<file path="config.mk">
export PLATFORM = sky130hd
export DESIGN_NAME = shift_serial
export DESIGN_NICKNAME = d
export VERILOG_FILES = /design/src/rtl/shift_pkg.sv /design/src/rtl/shift_step.sv /design/src/rtl/shift_serial.sv
export SDC_FILE = /design/constraint.sdc
export NUM_CORES = 1
export LEC_CHECK = 0
export ABC_AREA = 1
export CAP_MARGIN = 10
export CORE_ASPECT_RATIO = 0.9
export CORE_MARGIN = 5
export CORE_UTILIZATION = 50
export DETAILED_ROUTE_END_ITERATION = 12
export PLACE_DENSITY = 0.87
export SYNTH_ARGS = -nofsm -noshare
export SYNTH_HDL_FRONTEND = slang
export SYNTH_HIERARCHICAL = 1
export SYNTH_SLANG_ARGS = --single-unit
</file>
<file path="constraint.sdc">
create_clock -name clk_i -period 2.3 [get_ports clk_i]
set_input_delay 0.69 -clock clk_i [delete_from_list [all_inputs] [get_ports clk_i]]
set_output_delay 0.69 -clock clk_i [all_outputs]
set_load 0.05 [all_outputs]
</file>
<file path="src/rtl/shift_pkg.sv">
// shift_pkg: opcodes and FSM state encoding shared by the serial shifter.
package shift_pkg;
    localparam logic [1:0] OP_SLL = 2'b00;
    localparam logic [1:0] OP_SRL = 2'b01;
    localparam logic [1:0] OP_SRA = 2'b10;
    typedef enum logic [1:0] {ST_IDLE, ST_SHIFT, ST_DONE} state_t;
endpackage

</file>
<file path="src/rtl/shift_step.sv">
// shift_step: shifts a value by exactly one position according to op.
module shift_step
    import shift_pkg::*;
#(
    parameter int N = 32
) (
    input  logic [N-1:0] value,
    input  logic [1:0]   op,
    output logic [N-1:0] result
);
    always_comb
        result = op == OP_SLL ? {value[N-2:0], 1'b0} :
                 op == OP_SRL ? {1'b0, value[N-1:1]} :
                 op == OP_SRA ? {value[N-1], value[N-1:1]} : '0;
endmodule

</file>
<file path="src/rtl/shift_serial.sv">
// shift_serial: multi-cycle SLL/SRL/SRA, one bit position per clock.
module shift_serial
    import shift_pkg::*;
#(
    parameter int N = 32
) (
    input  logic         clk_i,
    input  logic         rst_ni,
    input  logic         start_i,
    input  logic [N-1:0] a_i,
    input  logic [N-1:0] b_i,
    input  logic [1:0]   operacion_i,
    output logic [N-1:0] salida_o,
    output logic         busy_o,
    output logic         done_o
);
    localparam int SHW = $clog2(N);
    state_t         state, nxt;
    logic [SHW-1:0] cnt, k;
    logic [1:0]     op;
    logic [N-1:0]   stepped;
    logic           accept, trivial;
    logic           unused_b;
    assign unused_b = ^b_i[N-1:SHW];
    shift_step #(.N(N)) u_step (.value(salida_o), .op(op), .result(stepped));
    always_comb begin
        k       = b_i[SHW-1:0];
        accept  = start_i && state != ST_SHIFT;
        trivial = k == '0 || operacion_i == 2'b11;
        nxt     = state == ST_SHIFT ? (cnt == SHW'(1) ? ST_DONE : ST_SHIFT) :
                  accept ? (trivial ? ST_DONE : ST_SHIFT) : ST_IDLE;
    end
    // busy/done come from the next state so both are plain flops.
    always_ff @(posedge clk_i) begin
        if (!rst_ni) begin
            state    <= ST_IDLE;
            salida_o <= '0;
            busy_o   <= 1'b0;
            done_o   <= 1'b0;
            cnt      <= '0;
            op       <= OP_SLL;
        end else begin
            state  <= nxt;
            busy_o <= nxt == ST_SHIFT;
            done_o <= nxt == ST_DONE;
            if (state == ST_SHIFT) begin
                salida_o <= stepped;
                cnt      <= cnt - SHW'(1);
            end else if (accept) begin
                salida_o <= operacion_i == 2'b11 ? '0 : a_i;
                cnt      <= k;
                op       <= operacion_i;
            end
        end
    end
endmodule

</file>
==> results.ini, run 1 <==
[outcome]
status = finished clean

[floorplanning]
coreArea_um2 = 6047
fp-row-count = 27
die_w_um = 92.50
start_util_pct = 50.65
die_y_um = 84.25
io_pins = 103
die-area_um2 = 7793

[worst_setup_path]
crit_buf_inv = 1
path_max_fanout = 5
worstPathCellList = clkdlybuf4s50_1
arrival_ns = 1.57
required_ns = 1.61
crit_type = register to output port
critPathTopFamily = buffers and inverters
critPathLaunch = salida_o[9]$_SDFFE_PN0P_
critPathCaptureType = output port
r2r_start = op[1]$_SDFFE_PN0P_
critPathSlowestCell = clkdlybuf4s50_1
cp-start-kind = register
max_stage_delay_ns = 0.84

[placed_design]
portBuffers = 75
gp_congestion = 0.8152
dpl.cell_count = 601
hpwl_um = 5813

[drt]
drc = 0
drt-pass1-iter-count = 5
ant_nets = 0
initialDrtViolationCount = 300
dr_total_vias = 3428
wirelength_um = 8491
wl_per_cell_um = 13.94
viasPerCell = 5.629

[synth]
yosysTopAreaCell = dfxtp_1
syn_nets = 553
synth_edf_count = 0
async_reset_ff_share_pct = 0
synthSimpleGateAreaFrac_pct = 48.65
ys_ff_latch = 43
synth_area_leaders = dfxtp_1, nand2_1, nand3_1
synthTopCellsByCount = nand2_1, nand3_1, dfxtp_1
synth_compound_area_share_pct = 8.497
synth_top_cell_area_share_pct = 28.10
synth_area_um2 = 3063
synth.most_common_cell = nand2_1
synth_fa_ha_area_share_pct = 0.8170
synth_warnings = 6
synthMuxAreaShare_pct = 0
synth_area_per_cell_um2 = 6.355
synthCells = 482
synth_ff_type = dfxtp_1
synth_top_family_by_area = simple AND/OR/NAND/NOR gates
yosysSeqAreaShare_pct = 28.10
synth_cell_types = 20
synth-xor-area-share_pct = 0

[clocking]
cts.sinks = 43
clk_pin_slew_ns = 0.09
worst_skew_pair.late_latency_ns = 0.30
numCtsBuffers = 5
cts_root_buffer = clkbuf_8
htree_levels = 2
clk_path_buf_depth = 2
cts_tree = yes
hold_buffers = 0

[pwr]
p_leak_nw = 1.766
power.sequential.fraction_pct = 38.9
ir_worst_vdd_uv = 235.3
switching_power_mw = 0.8544
p_total_mw = 2.291
power_per_cell_area_nw_per_um2 = 606.8
p_int_mw = 1.437
sw_frac_of_total_pct = 37.29
p_comb_share_pct = 33.7
power.share.clock_pct = 27.3

[cells_and_area]
finalNetCount = 607
areaGrowthSynthToFinish_pct = 23.28
drive_gt1_share_pct = 9.311
finalNonFillerCells = 609
diodes = 0

[global_routing]
overflow = 0
grt_pass1_vias = 3140
grt.total_usage_pct = 21.13
grt_max_degree = 40
grt_antenna_before_repair = 0
grt_pass1_wl_um = 13980

[sta]
finalMaxSlewViolations = 0
fin_skew_ns = 0.007969
tightest_slew_ns = 0.7492
post-route-period-util_pct = 98.23
hold_viol = 0
tns_ns = 0
rsz0062_at_grt = no
setup_viol = 0
max_clock_freq_mhz = 442.6
fin_crit_ns = 2.259
slew_headroom_pct = 49.99

[hold_path]
hp-class = register to register
hp-start = salida_o[0]$_SDFFE_PN0P_

[run]
drv_cap = 0

## path summary, 6_finish.rpt
kind | slack [ns] | cells after the start | endpoint
max | 0.04 | 1 | salida_o[9]
max reg2reg | 0.41 | 7 | salida_o[29]$_SDFFE_PN0P_
min reg2reg | 0.51 | 2 | salida_o[0]$_SDFFE_PN0P_
min | 0.51 | 2 | salida_o[0]$_SDFFE_PN0P_
## cell families after synthesis
family | after synthesis
fa+ha+maj | 2
buf+inv | 57
simple gates | 340
flops | 43
compound gates | 40
## per-layer routing
metal / track usage, % / vias up / wire [um]
li1: - / 1690 / -
met1: 26.50 / 1544 / 3541
met2: 36.82 / 175 / 4037
met3: 3.226 / 19 / 779
met4: 7.152 / 0 / 132
met5: 0 / - / 0
## through the flow
stage / area [um2] / setup WS [ns] / util [%] / hold slack [ns]
floorplan: 3063 / 0.8870 / - / 0.4786
global placement: 3636 / 0.2646 / 60.13 / 0.4893
detailed placement: 3636 / 0.2374 / 60.13 / 0.5003
CTS: 3754 / 0.02429 / 62.07 / 0.5140
global route: 3776 / 0.00005829 / 62.45 / 0.5335
finish: 3776 / 0.04070 / 62.45 / 0.5133
## timing repair
| item | in CTS | in global routing |
|---|---|---|
| setup endpoints to repair | 0 | 9 |
| gates resized for setup | 0 | 9 |
| buffers inserted | 0 | 0 |
## power groups by stage
stage	combinational (mW)	clock, mW	sequential, mW
2_1_floorplan	0.470	0	1.02
3_3_place_gp	0.751	0	0.903
3_5_place_dp	0.769	0	0.906
4_1_cts	0.770	0.625	0.889
5_1_grt	0.841	0.655	0.900
6_report	0.773	0.627	0.892
## state kept, by name, summed over array words and instances, names as in the netlist
| signal | cells |
|---|---|
| op | 2 |
| done_o | 1 |
| cnt | 5 |
| state | 2 |
| busy_o | 1 |
| salida_o | 32 |
## cell usage in the layout (no fill, tap or decap), types with 2 or more instances in the layout
master,count
buf_12,2
a21oi_2,16
a21oi_1,22
nand3_1,135
clkdlybuf4s50_1,61
inv_1,14
nor2_1,12
inv_2,5
nor2_4,2
dfxtp_1,43
clkbuf_8,6
dlymetal6s2s_1,9
buf_4,13
nand2_1,187
o21ai_0,2
ha_1,2
## layout make-up
class                           instances  area, um2
Clock buffer                            6      82.58
Timing Repair Buffer                   85      860.8
Fill cell                             529       2271
Sequential cell                        43      860.8
Multi-Input combinational cell        382       1775
Tap cell                               72      90.09
Clock inverter                          2      35.03
Inverter                               19      71.32
No activity file was read; power rests on OpenSTA's default activity.
==> run 2: changes to the inputs <==
- RECOVER_POWER: unset -> 25
==> results.ini, run 2 (synthesized netlist as in run 1, its figures left out) <==
[outcome]
status = finished clean

[worst_setup_path]
critPathSlowestCell = clkdlybuf4s50_1
r2r_cells = 7
r2r_start = op[0]$_SDFFE_PN0P_
reg2reg_slack_ns = 0.44
required_ns = 1.61
critPathCaptureType = output port
cp_num_cells = 1
crit_buf_inv = 1
crit_type = register to output port
path_max_fanout = 5
arrival_ns = 1.57
crit_end = salida_o[7]
max_stage_delay_ns = 0.84
critPathTopFamily = buffers and inverters
critPathLaunch = salida_o[7]$_SDFFE_PN0P_
worstPathCellList = clkdlybuf4s50_1
cp-start-kind = register
r2r_end = salida_o[30]$_SDFFE_PN0P_

[floorplanning]
coreArea_um2 = 6047
die_y_um = 84.25
die_w_um = 92.50
fp-row-count = 27
io_pins = 103
die-area_um2 = 7793
start_util_pct = 50.65

[sta]
tns_ns = 0
finalMaxSlewViolations = 0
fin_skew_ns = 0.008280
max_clock_freq_mhz = 441.8
slew_headroom_pct = 52.21
post-route-period-util_pct = 98.41
rsz0062_at_grt = no
setup_viol = 0
hold_viol = 0
timing.final.ws_setup_ns = 0.03650
tightest_slew_ns = 0.7158
fin_crit_ns = 2.264

[drt]
initialDrtViolationCount = 262
dr_total_vias = 3465
dr.max_layer_used = met4
wl_per_cell_um = 13.92
wirelength_um = 8476
drt-pass1-iter-count = 7
viasPerCell = 5.690
drc = 0
wl_met1_um = 3456
met2WireLength_um = 4090
wl_met3_um = 801
ant_nets = 0

[pwr]
p_leak_nw = 1.744
power_per_cell_area_nw_per_um2 = 608.8
ir_worst_vdd_uv = 234.9

[placed_design]
dpl.cell_count = 601
gp_congestion = 0.8152
portBuffers = 75
hpwl_um = 5813
pre_cts_ws_ns = 0.2374

[global_routing]
grt_pass1_wl_um = 13980
grt_max_degree = 40
grt_antenna_before_repair = 0
grt_pass1_vias = 3140
overflow = 0
grt.total_usage_pct = 21.13

[cells_and_area]
areaGrowthSynthToFinish_pct = 22.51
final_cell_mix = nand2_1, nand3_1, clkdlybuf4s50_1
reg_top3 = salida_o x32, cnt x5
diodes = 0
largest_reg_flops = 32
finalNonFillerCells = 609
drive_gt1_share_pct = 8.007
final_common_cell = nand2_1
finalNetCount = 607
top_register = salida_o

[clocking]
cts.sinks = 43
cts_setup_buffers = 0
cts_root_buffer = clkbuf_8
clk_path_buf_depth = 2
cts_tree = yes
numCtsBuffers = 5
clk_pin_slew_ns = 0.08
worst_skew_pair.late_latency_ns = 0.31
htree_levels = 2

[hold_path]
hp-start = salida_o[0]$_SDFFE_PN0P_
hp-class = register to register

[run]
drv_cap = 0

run 2: cell types whose count changed in the layout (fill, tap and decap cells not counted):
cell / delta
buf_4: -6
clkbuf_1: +5
clkbuf_2: +1
clkdlybuf4s50_1: -1
clkinv_1: +1
dlygate4sd3_1: +1
inv_2: -1
nand2_1: +1
nand2_2: -1
run 2: power by group:
part	internal (mW)	switching, mW	total [mW]
logic	0.274	0.491	0.765
registers	0.804	0.0871	0.891
clock network	0.352	0.277	0.629
total	1.43	0.855	2.28
run 2: how the worst min path moves through the flow:
| stage | endpoint | slack (ns) | depth (start not counted) |
|---|---|---|---|
| floorplan | op[0]$_SDFFE_PN0P_ | 0.48 | 2 |
| global placement | salida_o[0]$_SDFFE_PN0P_ | 0.49 | 2 |
| detailed placement | salida_o[0]$_SDFFE_PN0P_ | 0.50 | 2 |
| CTS | salida_o[0]$_SDFFE_PN0P_ | 0.51 | 2 |
| global route | salida_o[0]$_SDFFE_PN0P_ | 0.53 | 2 |
| finish | salida_o[0]$_SDFFE_PN0P_ | 0.51 | 2 |
run 2: repair_timing:
item                       CTS  global route
setup endpoints to repair    0             9
hold endpoints to repair     0             0
resized for setup            0             9
hold buffers                 0             0
run 2: layout make-up:
| type | count | area [um2] |
|---|---|---|
| Clock inverter | 2 | 35.03 |
| Tap cell | 72 | 90.09 |
| Multi-Input combinational cell | 382 | 1773 |
| Timing Repair Buffer | 85 | 839.6 |
| Inverter | 19 | 71.32 |
| Fill cell | 538 | 2295 |
| Sequential cell | 43 | 860.8 |
| Clock buffer | 6 | 82.58 |
run 2: tightest hold or removal path, cell delays in order, from the launching register on:
cell	delay, ns
dfxtp_1	0.34
nand2_1	0.08
a21oi_2	0.05
run 2: per-layer routing:
layer,track usage (%),vias to the layer above
met3,3.226,18
met5,0,-
met1,26.50,1581
met2,36.82,176
met4,7.152,0
li1,-,1690
run 2: through the flow:
step | cell area, um2 | total power [mW] | hold WS (ns) | utilization (%)
4_1_cts | 3754 | 2.285 | 0.5140 | 62.07
3_5_place_dp | 3636 | 1.675 | 0.5003 | 60.13
2_1_floorplan | 3063 | 1.495 | 0.4786 | -
3_3_place_gp | 3636 | 1.654 | 0.4893 | 60.13
6_report | 3752 | 2.285 | 0.5123 | 62.05
5_1_grt | 3752 | 2.388 | 0.5335 | 62.05
